File: src/rtl/if_id_queue_if.sv
// Fetch-to-decode handshake bundle for the IF/ID instruction queue.
// The queue uses the slave view; the surrounding fetch/decode environment uses master.
interface if_id_queue_if #(
    parameter int PC_W   = 32,
    parameter int INST_W = 32
);
    logic              in_valid;
    logic              in_ready;
    logic [PC_W-1:0]   in_pc;
    logic [INST_W-1:0] in_inst;

    logic              out_valid;
    logic              out_ready;
    logic [PC_W-1:0]   out_pc;
    logic [INST_W-1:0] out_inst;
    logic              out_bubble;

    modport master (
        output in_valid, in_pc, in_inst, out_ready,
        input  in_ready, out_valid, out_pc, out_inst, out_bubble
    );

    modport slave (
        input  in_valid, in_pc, in_inst, out_ready,
        output in_ready, out_valid, out_pc, out_inst, out_bubble
    );
endinterface

File: src/rtl/if_id_queue.sv
// DEPTH-entry IF/ID instruction queue: holds fetched {pc, inst} pairs, freezes the head
// on a hazard hold and empties itself (presenting a NOP bubble) on a branch/jump flush.
module if_id_queue #(
    parameter int                 PC_W     = 32,
    parameter int                 INST_W   = 32,
    parameter int                 DEPTH    = 2,
    parameter logic [INST_W-1:0]  NOP_INST = INST_W'(32'h00000033),
    localparam int                CNT_W    = $clog2(DEPTH + 1),
    localparam int                PTR_W    = $clog2(DEPTH)
) (
    input  logic             clk,
    input  logic             rst_n,
    if_id_queue_if.slave     bus,
    input  logic             hold,
    input  logic             flush,
    output logic [CNT_W-1:0] count
);

    logic [PC_W-1:0]   mem_pc   [DEPTH];
    logic [INST_W-1:0] mem_inst [DEPTH];
    logic [PTR_W-1:0]  rd_ptr;
    logic [PTR_W-1:0]  wr_ptr;

    logic bubble;
    logic push;
    logic pop;

    // Full/empty come from count alone, so in_ready never sees out_ready, hold or flush.
    assign bus.in_ready = (count != CNT_W'(DEPTH));

    assign bubble         = (count == '0) || hold || flush;
    assign bus.out_valid  = !bubble;
    assign bus.out_bubble = bubble;
    assign bus.out_inst   = bubble ? NOP_INST : mem_inst[rd_ptr];
    assign bus.out_pc     = (count == '0) ? '0 : mem_pc[rd_ptr];

    assign push = bus.in_valid && bus.in_ready && !flush;
    assign pop  = bus.out_valid && bus.out_ready;

    // NOTE: the entry storage sits inside the async-reset block on purpose, so a reset
    // leaves no stale instruction visible; that costs reset fan-out on every storage flop.
    always_ff @(posedge clk or negedge rst_n) begin
        if (!rst_n) begin
            count  <= '0;
            rd_ptr <= '0;
            wr_ptr <= '0;
            for (int i = 0; i < DEPTH; i++) begin
                mem_pc[i]   <= '0;
                mem_inst[i] <= '0;
            end
        end else if (flush) begin
            count  <= '0;
            rd_ptr <= wr_ptr;
        end else begin
            if (push) begin
                mem_pc[wr_ptr]   <= bus.in_pc;
                mem_inst[wr_ptr] <= bus.in_inst;
                wr_ptr           <= wr_ptr + PTR_W'(1);
            end
            if (pop) begin
                rd_ptr <= rd_ptr + PTR_W'(1);
            end
            if (push && !pop) begin
                count <= count + CNT_W'(1);
            end else if (pop && !push) begin
                count <= count - CNT_W'(1);
            end
        end
    end

endmodule

File: src/flat_wrapper.sv
// flat-port wrapper written by rule: the top's interface ports become plain ports
module if_id_queue_flat 
#(
    parameter int                 PC_W     = 32,
    parameter int                 INST_W   = 32,
    parameter int                 DEPTH    = 2,
    parameter logic [INST_W-1:0]  NOP_INST = INST_W'(32'h00000033),
    localparam int                CNT_W    = $clog2(DEPTH + 1),
    localparam int                PTR_W    = $clog2(DEPTH)
)
  (clk, rst_n, hold, flush, count, bus_in_valid, bus_in_pc, bus_in_inst, bus_out_ready, bus_in_ready, bus_out_valid, bus_out_pc, bus_out_inst, bus_out_bubble);
  if_id_queue_if #(.PC_W(PC_W), .INST_W(INST_W)) bus_i ();
  input  logic clk;
  input  logic rst_n;
  input  logic hold;
  input  logic flush;
  output logic [CNT_W-1:0] count;
  input wire logic [$bits(bus_i.in_valid)-1:0] bus_in_valid;
  input wire logic [$bits(bus_i.in_pc)-1:0] bus_in_pc;
  input wire logic [$bits(bus_i.in_inst)-1:0] bus_in_inst;
  input wire logic [$bits(bus_i.out_ready)-1:0] bus_out_ready;
  output wire logic [$bits(bus_i.in_ready)-1:0] bus_in_ready;
  output wire logic [$bits(bus_i.out_valid)-1:0] bus_out_valid;
  output wire logic [$bits(bus_i.out_pc)-1:0] bus_out_pc;
  output wire logic [$bits(bus_i.out_inst)-1:0] bus_out_inst;
  output wire logic [$bits(bus_i.out_bubble)-1:0] bus_out_bubble;
  assign bus_i.in_valid = bus_in_valid;
  assign bus_i.in_pc = bus_in_pc;
  assign bus_i.in_inst = bus_in_inst;
  assign bus_i.out_ready = bus_out_ready;
  assign bus_in_ready = bus_i.in_ready;
  assign bus_out_valid = bus_i.out_valid;
  assign bus_out_pc = bus_i.out_pc;
  assign bus_out_inst = bus_i.out_inst;
  assign bus_out_bubble = bus_i.out_bubble;
  if_id_queue #(.PC_W(PC_W), .INST_W(INST_W), .DEPTH(DEPTH), .NOP_INST(NOP_INST)) u_core (.clk(clk), .rst_n(rst_n), .bus(bus_i), .hold(hold), .flush(flush), .count(count));
endmodule
File: config.mk
export PLATFORM = sky130hd
export DESIGN_NAME = if_id_queue_flat
export DESIGN_NICKNAME = d
export VERILOG_FILES = /design/src/rtl/if_id_queue_if.sv /design/src/rtl/if_id_queue.sv /design/src/flat_wrapper.sv
export SDC_FILE = /design/constraint.sdc
export NUM_CORES = 1
export LEC_CHECK = 0
export BUFFER_PORTS_ARGS = -buffer_cell sky130_fd_sc_hd__clkbuf_2
export CORE_MARGIN = 2
export CORE_UTILIZATION = 55
export CTS_CLUSTER_SIZE = 30
export DETAILED_ROUTE_END_ITERATION = 7
export GPL_ROUTABILITY_DRIVEN = 0
export GPL_TIMING_DRIVEN = 0
export PLACE_DENSITY = 0.78
export SETUP_SLACK_MARGIN = 0.02
export SLEW_MARGIN = 20
export SYNTH_ARGS = -nofsm -noshare
export SYNTH_HDL_FRONTEND = slang
export SYNTH_SLANG_ARGS = --single-unit
File: constraint.sdc
create_clock -name clk -period 4.3 [get_ports clk]
set_clock_uncertainty 0.1 [all_clocks]
set_input_delay 1.29 -clock clk [delete_from_list [all_inputs] [get_ports clk]]
set_output_delay 1.29 -clock clk [all_outputs]
set_load 0.02 [all_outputs]
Word-level counts from Yosys, hierarchy flattened
Cells that the tools add are included.

storage, ports and cells
  bits in registers = 132
  output and inout bits = 69
  input bits = 70
  logic and storage cells = 51

operators by class
  bitwise operators = 3
  $add $sub $neg = 4
  mux-type cells = 17
  equality and inequality tests = 1
  reduce and logical (&&, ||, !) cells = 16
  magnitude comparators = 3

operators by type and width
  operator                                                   number
  2-to-1 mux 32 bit                                          9
  bitwise mux 64 bit                                         2
  demux 32 bit (select 1 bit)                                1
  logical AND 1 bit                                          6
  2-to-1 mux 2 bit                                           3
  greater-or-equal comparator 2 bit (second input constant)  2
  zero test 1 bit                                            4
  inverter 1 -> 2 bit                                        2
  nonzero test 3 bit                                         1
  adder 1 bit (second input constant)                        2
  adder 2 x 1 -> 2 bit (second input constant)               1
  zero test 2 bit                                            1
  logical OR 1 bit                                           2
  < comparator 2 x 1 -> 1 bit (second input constant)        1
  2-to-1 mux 1 bit                                           2
  inequality test 2 bit (second input constant)              1
  AND reduction 2 bit                                        1
  nonzero test 2 bit                                         1
  subtractor 2 x 1 -> 2 bit (second input constant)          1
  inverter 1 bit                                             1

Logic depth before layout (Yosys ltp)
Gate-level depths: netlist (run 1).

  word-level depth = 9
  gate-level depth with buffers = 5
  gate-level depth less buffers = 4

Least setup slack after synthesis (run 1)
OpenSTA, ideal clock, no wires.

  kind = input -> output
  start = input flush
  end = output bus_out_inst[12]
  cell stages on the path = 5
  data arrival time = 2180 ps
  path slack = 730 ps
  data required time = 2910 ps
  path buffers = 2
  cells stage by stage = nor2_1 > o21ai_0 > buf_2 > buf_2 > nor2_1

between the ends
  longest elaborated chain between the ends = 2

RTL lines
  item               line                RTL
  from (decl)        flat_wrapper.sv:16  input logic flush;
  logical OR 1 bit   if_id_queue.sv:31   assign bubble = (count == '0) || hold || flush;
  2-to-1 mux 32 bit  if_id_queue.sv:34   assign bus.out_inst = bubble ? NOP_INST : mem_inst[rd_ptr];
  to (decl)          flat_wrapper.sv:25  output wire logic [$bits(bus_i.out_inst)-1:0] bus_out_inst;

No other way between the ends.

Final worst setup path (run 1)
  start = input flush
  end = output bus_out_inst[19]

Same word-level chain as after synthesis.

==> out/results.env, run 1 <==
ANTENNA_FOUND_INITIAL=0
POST_SYNTH_NUM_CELL_TYPES=27
SYNTH.FF_LATCH_COUNT=132
NUMPLACEDINSTANCES=721
MAX_FREQ_MHz=248.7
PERIOD_NEEDED_NS=4.020
NUM_VIAS=3987
FINAL-MAX-SLEW-VIOLATION-COUNT=0
TIMING.MAX_CAP.VIOLATIONS=0
SETUP-VIOLATIONS-FINAL=0
ANTENNA_LEFT=0
SYNTH.TOP_CELLS.BY_AREA='sky130_fd_sc_hd__dfrtp_1 (51%), sky130_fd_sc_hd__mux2_4 (28%), sky130_fd_sc_hd__mux2i_1 (9.8%)'
PORT-BUFFER-COUNT=138
POSTSYNTHCELLCOUNT=439
GLOBAL_ROUTE.USAGE.TOTAL_PCT=22.77
CTS-ROOT-BUF='sky130_fd_sc_hd__clkbuf_16'
H_TREE_LEVELS=4
FINISH.CELL_COUNT_WITHOUT_FILLERS=748
DIE_AREA_SQ_UM=12730
SEQUENTIAL_FRACTION_OF_THE_SYNTHESIS_AREA_PCT=50.70
PRECTSSETUPSLACK_NS=0.3393
CHIPWIDTH_UM=112.8
DP.FINAL_HPWL_UM=9426
TRITONCTS='done'
SYNTH_AREA_PER_CELL_SQ_UM=14.84
DIE_H_UM=112.8
POST-ROUTE-DRC-COUNT=0
YOSYS_WARNS=0
CTSLONGESTPATHBUFFERS=2
PATH_MAX_FANOUT=10
INITIAL_UTILIZATION_PCT=56.81
AREAGROWTHSYNTHTOFINISH_PCT=21.32
CLK_LATENCY_NS=0.41
LEFTOVER_OVERFLOW_AT_THE_END_OF_GLOBAL_ROUTING=0
RELSLEWSLACK_PCT=60.52
SYNTH_TOP_CELL_AREA_SHARE_PCT=50.70
INSERTED_DIODES=0
SYNTH_FP_NETS=509
FINAL_LAYOUT_SIZE_SUFFIX_GT1_SHARE_PCT=51.40
FLOORPLAN.ROWS=39
POST-SYNTH-TOP-AREA-CELL='sky130_fd_sc_hd__dfrtp_1'
CTS_HOLD_REPAIR.BUFFERS=0
RUN_STATUS='completed'
LAYOUT_WORST_PATH_CYCLE_SHARE_PCT=93.50
ROUTE.DETAILED.WL_PER_INST_UM=18.27
TIGHTEST_SLEW_NS=0.5922
CELLPOWERDENSITY_nW_PER_UM2=706.4
IR_WORST_VDD_V=0.0004498
DETAILEDROUTE.FIRSTPASSITERATIONCOUNT=4
REQUIRED_NS=2.91
DESIGN.CORE.AREA_SQ_UM=11470
ARRIVAL_TIME_WORST_ENDPOINT_NS=2.63
NETLIST_AREA_SQ_UM=6515
NUMBER_OF_GLOBAL_ROUTE_VIAS_BEFORE_REPAIR=4380
CRIT_PATH_END_KIND='output pin'
FINAL_NET_COUNT=667
DETAILED_ROUTE_WIRE_LENGTH_UM=13670
CLKTRANSATPATHREGS_NS=0.05
INITIALDRTVIOLATIONCOUNT=220
TIMING.HOLD.WORST.CLASS='register to register'
POWER.STATIC_LEAKAGE_nW=4.097
TIMING_HOLD_VIOLATIONS_FINAL=0
CTS_INSERTED_BUFFERS=17
IO_PINS=139
CTS.SINK_COUNT=132
FIN_WS_NS=0.2797
RSZ0062_AT_GRT='false'
CTS_RESIZED=0
SETUP.WORST_PATH.START_CLASS='input pin'
VIA_PER_INST=5.330
LARGEST_NET_DEGREE_AT_THE_START_OF_GLOBAL_ROUTING=71
GRT_FIRST_PASS_WIRELENGTH_UM=22760
CRITICALPATHCATEGORY='input pin to output pin'
POST-CTS-SETUP-BUFFERS=0
-- cell usage in the layout (no fill, tap or decap), drive strengths merged, types with 2 or more instances in the layout --
master and instances:
a21oi 2, buf 24, clkbuf 169, dfrtp 132, mux2 128, mux2i 64, nand2 6, nand2b 3
nand3b 3, nor2 62
-- kinds of logic (layout without fill, tap and decap cells) --
family	count (synthesis)	count (layout)	share of synthesized area, %
AOI/OAI and AO/OA	8	8	0.8835
xor gates and xnor gates	1	1	0.1345
buffers and inverters	28	194	4.148
DFF	132	132	50.70
muxes	192	192	38.87
and+or+nand+nor	78	78	5.262
-- layer usage --
metal  share of wire, %  routed length [um]  track usage, %  vias up
li1                   -                   -               -     1839
met1                 46                6224           30.63     2013
met2                 47                6477           36.13      123
met3                6.3                 863           6.963       12
met4               0.76                 104           6.341        0
met5                  0                   0               0        -
-- worst max-delay path: stages --
cell and delay, ns:
sky130_fd_sc_hd__clkbuf_2 0.13, sky130_fd_sc_hd__nor2_1 0.17, sky130_fd_sc_hd__o21ai_0 0.22, sky130_fd_sc_hd__buf_2 0.27, sky130_fd_sc_hd__buf_2 0.21, sky130_fd_sc_hd__nor2_1 0.15
sky130_fd_sc_hd__clkbuf_2 0.19
-- worst paths after layout --
path                                     start  cells past startpoint                   to  slack (ns)
max                                      flush                      7     bus_out_inst[19]        0.28
min in group asynchronous                rst_n                      1  u_core.mem_inst[59]        0.75
max reg2reg                    u_core.count[0]                      5  u_core.mem_inst[54]        2.48
min                        u_core.mem_inst[27]                      1  u_core.mem_inst[27]        0.41
max in group asynchronous                rst_n                      2  u_core.mem_inst[16]        2.63
min reg2reg                u_core.mem_inst[27]                      1  u_core.mem_inst[27]        0.41
-- final cells by class --
class | instances | area, sq um
clock buffer | 27 | 483.0
tap | 143 | 178.9
sequential | 132 | 3303
buffer | 27 | 266.5
inverter | 1 | 3.754
multi-input combinational | 279 | 2942
timing repair buffer | 139 | 726.9
fill | 816 | 3563
-- registers in the layout, summed over array words and instances, names as in the netlist --
name	count
u_core.mem_pc	64
u_core.rd_ptr	1
u_core.mem_inst	64
u_core.count	2
u_core.wr_ptr	1
-- metrics by stage --
step / setup TNS, ns / hold WS, ns / instance area [sq um] / power [mW] / util (%)
3_3_place_gp: -12.29 / 0.3869 / 7385 / 4.265 / 64.40
5_1_grt: 0 / 0.4160 / 7904 / 5.901 / 68.93
3_5_place_dp: 0 / 0.3926 / 7421 / 4.371 / 64.71
2_1_floorplan: 0 / 0.3791 / 6515 / 3.869 / -
4_1_cts: 0 / 0.4062 / 7904 / 5.627 / 68.93
6_report: 0 / 0.4062 / 7904 / 5.583 / 68.93
-- synth_stat cells --
cell type and instances:
sky130_fd_sc_hd__buf_4 1, sky130_fd_sc_hd__mux2_4 120, sky130_fd_sc_hd__dfrtp_1 132, sky130_fd_sc_hd__o211ai_1 1, sky130_fd_sc_hd__buf_6 7, sky130_fd_sc_hd__clkbuf_1 4
sky130_fd_sc_hd__nand3b_1 3, sky130_fd_sc_hd__o21ai_0 1, sky130_fd_sc_hd__buf_12 6, sky130_fd_sc_hd__o2bb2a_1 1, sky130_fd_sc_hd__xnor2_1 1, sky130_fd_sc_hd__nand4bb_1 1
sky130_fd_sc_hd__a21oi_1 2, sky130_fd_sc_hd__nor2_1 62, sky130_fd_sc_hd__buf_2 9, sky130_fd_sc_hd__a31oi_1 1, sky130_fd_sc_hd__mux2i_1 64, sky130_fd_sc_hd__inv_1 1
sky130_fd_sc_hd__nand2b_1 2, sky130_fd_sc_hd__o21ba_2 1, sky130_fd_sc_hd__a2bb2oi_1 1, sky130_fd_sc_hd__mux2_2 8, sky130_fd_sc_hd__nand2b_4 1, sky130_fd_sc_hd__and4bb_1 1
sky130_fd_sc_hd__nor2b_1 1, sky130_fd_sc_hd__nand4b_1 1, sky130_fd_sc_hd__nand2_1 6
-- power breakdown --
group	switching, mW	internal (mW)	total (mW)
Combinational	0.842	1.29	2.13
Clock	0.468	0.750	1.22
Sequential	0.364	1.87	2.24
Total	1.67	3.91	5.58
Power figures use the tool's default switching activity.
==> inputs of run 2 (changes only) <==
--- a/config.mk
+++ b/config.mk
@@ -7,12 +7,12 @@
 export LEC_CHECK = 0
 export BUFFER_PORTS_ARGS = -buffer_cell sky130_fd_sc_hd__clkbuf_2
 export CORE_MARGIN = 2
-export CORE_UTILIZATION = 55
+export CORE_UTILIZATION = 40
 export CTS_CLUSTER_SIZE = 30
 export DETAILED_ROUTE_END_ITERATION = 7
 export GPL_ROUTABILITY_DRIVEN = 0
 export GPL_TIMING_DRIVEN = 0
-export PLACE_DENSITY = 0.78
+export PLACE_DENSITY = 0.6
 export SETUP_SLACK_MARGIN = 0.02
 export SLEW_MARGIN = 20
 export SYNTH_ARGS = -nofsm -noshare
==> run 2 against run 1 <==
  * Sequential cell count is the same
  * Power grew 6.1%
  * Sequential share of layout area shrank 1.3 points
  * Core utilization shrank 18 points
  * Design area grew 3.1%
  * Clock-buffer cell count shrank 9
  * Cell count grew 10%
  * Hold slack lost 0.00079 ns
  * Routed wire length grew 5.4%
  * Critical path type unchanged
==> out/results.env, run 2 (synthesis gave the netlist of run 1 again) <==
DIE_H_UM=131.6  # was 112.8 um
MULTI_INPUT_COMB_AREA_SQ_UM=2942  # unchanged
RELSLEWSLACK_PCT=55.69  # was 60.52%
NUMBER_OF_GLOBAL_ROUTE_VIAS_BEFORE_REPAIR=4382  # was 4,380
CRITICAL-PATH-TOP-DELAY-FAMILY='buffers and inverters'  # unchanged
VIA_PER_INST=4.805  # was 5.330
MOST_COMMON_CELL_AFTER_LAYOUT_FILL_AND_TAPS_ASIDE='sky130_fd_sc_hd__clkbuf_2'  # unchanged
TRITONCTS='done'  # unchanged
LAYOUT_WORST_PATH_CYCLE_SHARE_PCT=92.03  # was 93.50%
ROUTE.DETAILED.WL_PER_INST_UM=17.44  # was 18.27 um
POWER.STATIC_LEAKAGE_nW=4.170  # was 4.097 nW
CLK_LATENCY_NS=0.41  # about the same
FIN_WS_NS=0.3425  # was 0.2797 ns
MAX_FREQ_MHz=252.7  # was 248.7 MHz
DP.FINAL_HPWL_UM=9717  # was 9426 um
REGAREA_SQ_UM=3303  # unchanged
DETAILEDROUTE.FIRSTPASSITERATIONCOUNT=5  # was 4
GRT_FIRST_PASS_WIRELENGTH_UM=23610  # was 22,760 um
POST-CTS-SETUP-BUFFERS=0  # unchanged
TIMING.HOLD.WORST.CLASS='register to register'  # unchanged
CRITICAL_PATH_CELL_COUNT=7  # unchanged
DESIGN.CORE.AREA_SQ_UM=15890  # was 11,470 sq um
MET3_LENGTH_UM=711  # was 863 um
RUN_STATUS='completed'  # unchanged
CRITICAL_PATH.SLOWEST_CELL='sky130_fd_sc_hd__buf_2'  # unchanged
RSZ0062_AT_GRT='false'  # unchanged
TIMING_HOLD_VIOLATIONS_FINAL=0  # unchanged
CTS_INSERTED_BUFFERS=17  # unchanged
LARGEST_REGISTERS='u_core.mem_inst (64), u_core.mem_pc (64), u_core.count (2)'  # unchanged
FILL_CELLS=1413  # was 816
NUM_VIAS=3969  # was 3,987
SETUP.WORST_PATH.START_CLASS='input pin'  # unchanged
FINAL-MAX-SLEW-VIOLATION-COUNT=0  # unchanged
PERIOD_NEEDED_NS=3.957  # was 4.020 ns
TIMING.MAX_CAP.VIOLATIONS=0  # unchanged
LEFTOVER_OVERFLOW_AT_THE_END_OF_GLOBAL_ROUTING=0  # unchanged
CHIPWIDTH_UM=131.6  # was 112.8 um
CELLPOWERDENSITY_nW_PER_UM2=726.7  # was 706.4 nW/um^2
ARRIVAL_TIME_WORST_ENDPOINT_NS=2.57  # was 2.63 ns
CTS.SINK_COUNT=132  # unchanged
TIMING.CRITICAL_PATH.CELLS='clkbuf_2, nor2_1, o21ai_0, buf_2, buf_2, nor2_1, clkbuf_2'  # unchanged
SETUP-VIOLATIONS-FINAL=0  # unchanged
PORT-BUFFER-COUNT=138  # unchanged
FINAL_NET_COUNT=667  # unchanged
INITIAL_UTILIZATION_PCT=41.01  # was 56.81%
TIGHTEST_SLEW_NS=0.6646  # was 0.5922 ns
PRECTSSETUPSLACK_NS=0.3554  # was 0.3393 ns
FINAL_LAYOUT_SIZE_SUFFIX_GT1_SHARE_PCT=52.95  # was 51.40%
AREAGROWTHSYNTHTOFINISH_PCT=25.12  # was 21.32%
WORST-R2R-CELL-COUNT=5  # unchanged
PATH_BUF_INV=4  # unchanged
HIGHEST_LAYER='met4'  # unchanged
DIE_AREA_SQ_UM=17320  # was 12,730 sq um
INSERTED_DIODES=0  # unchanged
CRITICAL-PATH-MAX-STAGE-DELAY_NS=0.27  # about the same
H_TREE_LEVELS=4  # unchanged
MOSTFREQUENTLAYOUTCELLS='sky130_fd_sc_hd__clkbuf_2 (137), sky130_fd_sc_hd__dfrtp_1 (132), sky130_fd_sc_hd__mux2_4 (120)'  # unchanged
FLOORPLAN.ROWS=46  # was 39
MET2ROUTEDLENGTH_UM=6570  # was 6477 um
POST-ROUTE-DRC-COUNT=0  # unchanged
ANTENNA_FOUND_INITIAL=0  # unchanged
CTSLONGESTPATHBUFFERS=2  # unchanged
GLOBAL_ROUTE.USAGE.TOTAL_PCT=17.51  # was 22.77%
CTS_RESIZED=0  # unchanged
CTS-ROOT-BUF='sky130_fd_sc_hd__clkbuf_16'  # unchanged
DETAILED_ROUTE_WIRE_LENGTH_UM=14410  # was 13,670 um
ANTENNA_LEFT=0  # unchanged
LAYOUT.CORE_UTILIZATION_PCT=51.32  # was 68.93%
HOLD-PATH-CELL-COUNT=1  # unchanged
CTS_HOLD_REPAIR.BUFFERS=0  # unchanged
PATH_MAX_FANOUT=10  # unchanged
LARGEST_NET_DEGREE_AT_THE_START_OF_GLOBAL_ROUTING=79  # was 71
CRITICALPATHCATEGORY='input pin to output pin'  # unchanged
IR_WORST_VDD_V=0.0003411  # was 0.0004498 V
INITIALDRTVIOLATIONCOUNT=84  # was 220
IO_PINS=139  # unchanged
M1WIRELENGTH_UM=6935  # was 6224 um
CRIT_PATH_END_KIND='output pin'  # unchanged
CLKTRANSATPATHREGS_NS=0.05  # about the same
REQUIRED_NS=2.91  # about the same
[run 2: cell count changes in the layout (fill, tap and decap cells not counted)]
cell,delta
sky130_fd_sc_hd__bufinv_16,+5
sky130_fd_sc_hd__clkbuf_1,-7
sky130_fd_sc_hd__clkbuf_8,-2
sky130_fd_sc_hd__clkinv_2,+4
sky130_fd_sc_hd__clkinv_4,+2
sky130_fd_sc_hd__clkinvlp_4,+3
[run 2: through the flow]
| step | instances | power [mW] | setup TNS, ns | instance area, sq um | hold slack [ns] |
|---|---|---|---|---|---|
| 6_report | 826 | 5.924 | 0 | 8152 | 0.4054 |
| 5_1_grt | 826 | 6.270 | 0 | 8152 | 0.4148 |
| 4_1_cts | 826 | 5.988 | 0 | 8152 | 0.4065 |
| 3_5_place_dp | 794 | 4.366 | 0 | 7512 | 0.3908 |
| 3_3_place_gp | 793 | 4.288 | -26.77 | 7476 | 0.3867 |
| 2_1_floorplan | 439 | 3.869 | 0 | 6515 | 0.3791 |
[run 2: power breakdown]
| group | total (mW) | switching [mW] | internal (mW) |
|---|---|---|---|
| registers | 2.22 | 0.353 | 1.87 |
| clock network | 1.58 | 0.550 | 1.02 |
| logic | 2.13 | 0.838 | 1.29 |
| total | 5.92 | 1.74 | 4.18 |
[run 2: final cells by class]
class	instances	share of cell area, %
Sequential cell	132	40.52
Multi-Input combinational cell	279	36.09
Inverter	1	0.04605
Tap cell	216	3.315
Clock inverter	14	2.579
Clock buffer	18	5.265
Buffer	27	3.269
Timing Repair Buffer	139	8.918
[run 2: metal layers]
metal	vias to the layer above	global-route usage [%]
li1	1845	-
met1	1988	23.12
met2	118	27.08
met3	18	5.710
met4	0	6.099
met5	-	0
[run 2: path summary, 6_finish.rpt]
path                                        to           startpoint  slack (ns)
max reg2reg                u_core.mem_inst[54]      u_core.count[0]        2.51
min                        u_core.mem_inst[44]  u_core.mem_inst[44]        0.41
max in group asynchronous  u_core.mem_inst[15]                rst_n        2.63
min in group asynchronous  u_core.mem_inst[30]                rst_n        0.74
min reg2reg                u_core.mem_inst[44]  u_core.mem_inst[44]        0.41
max                           bus_out_inst[19]                flush        0.34
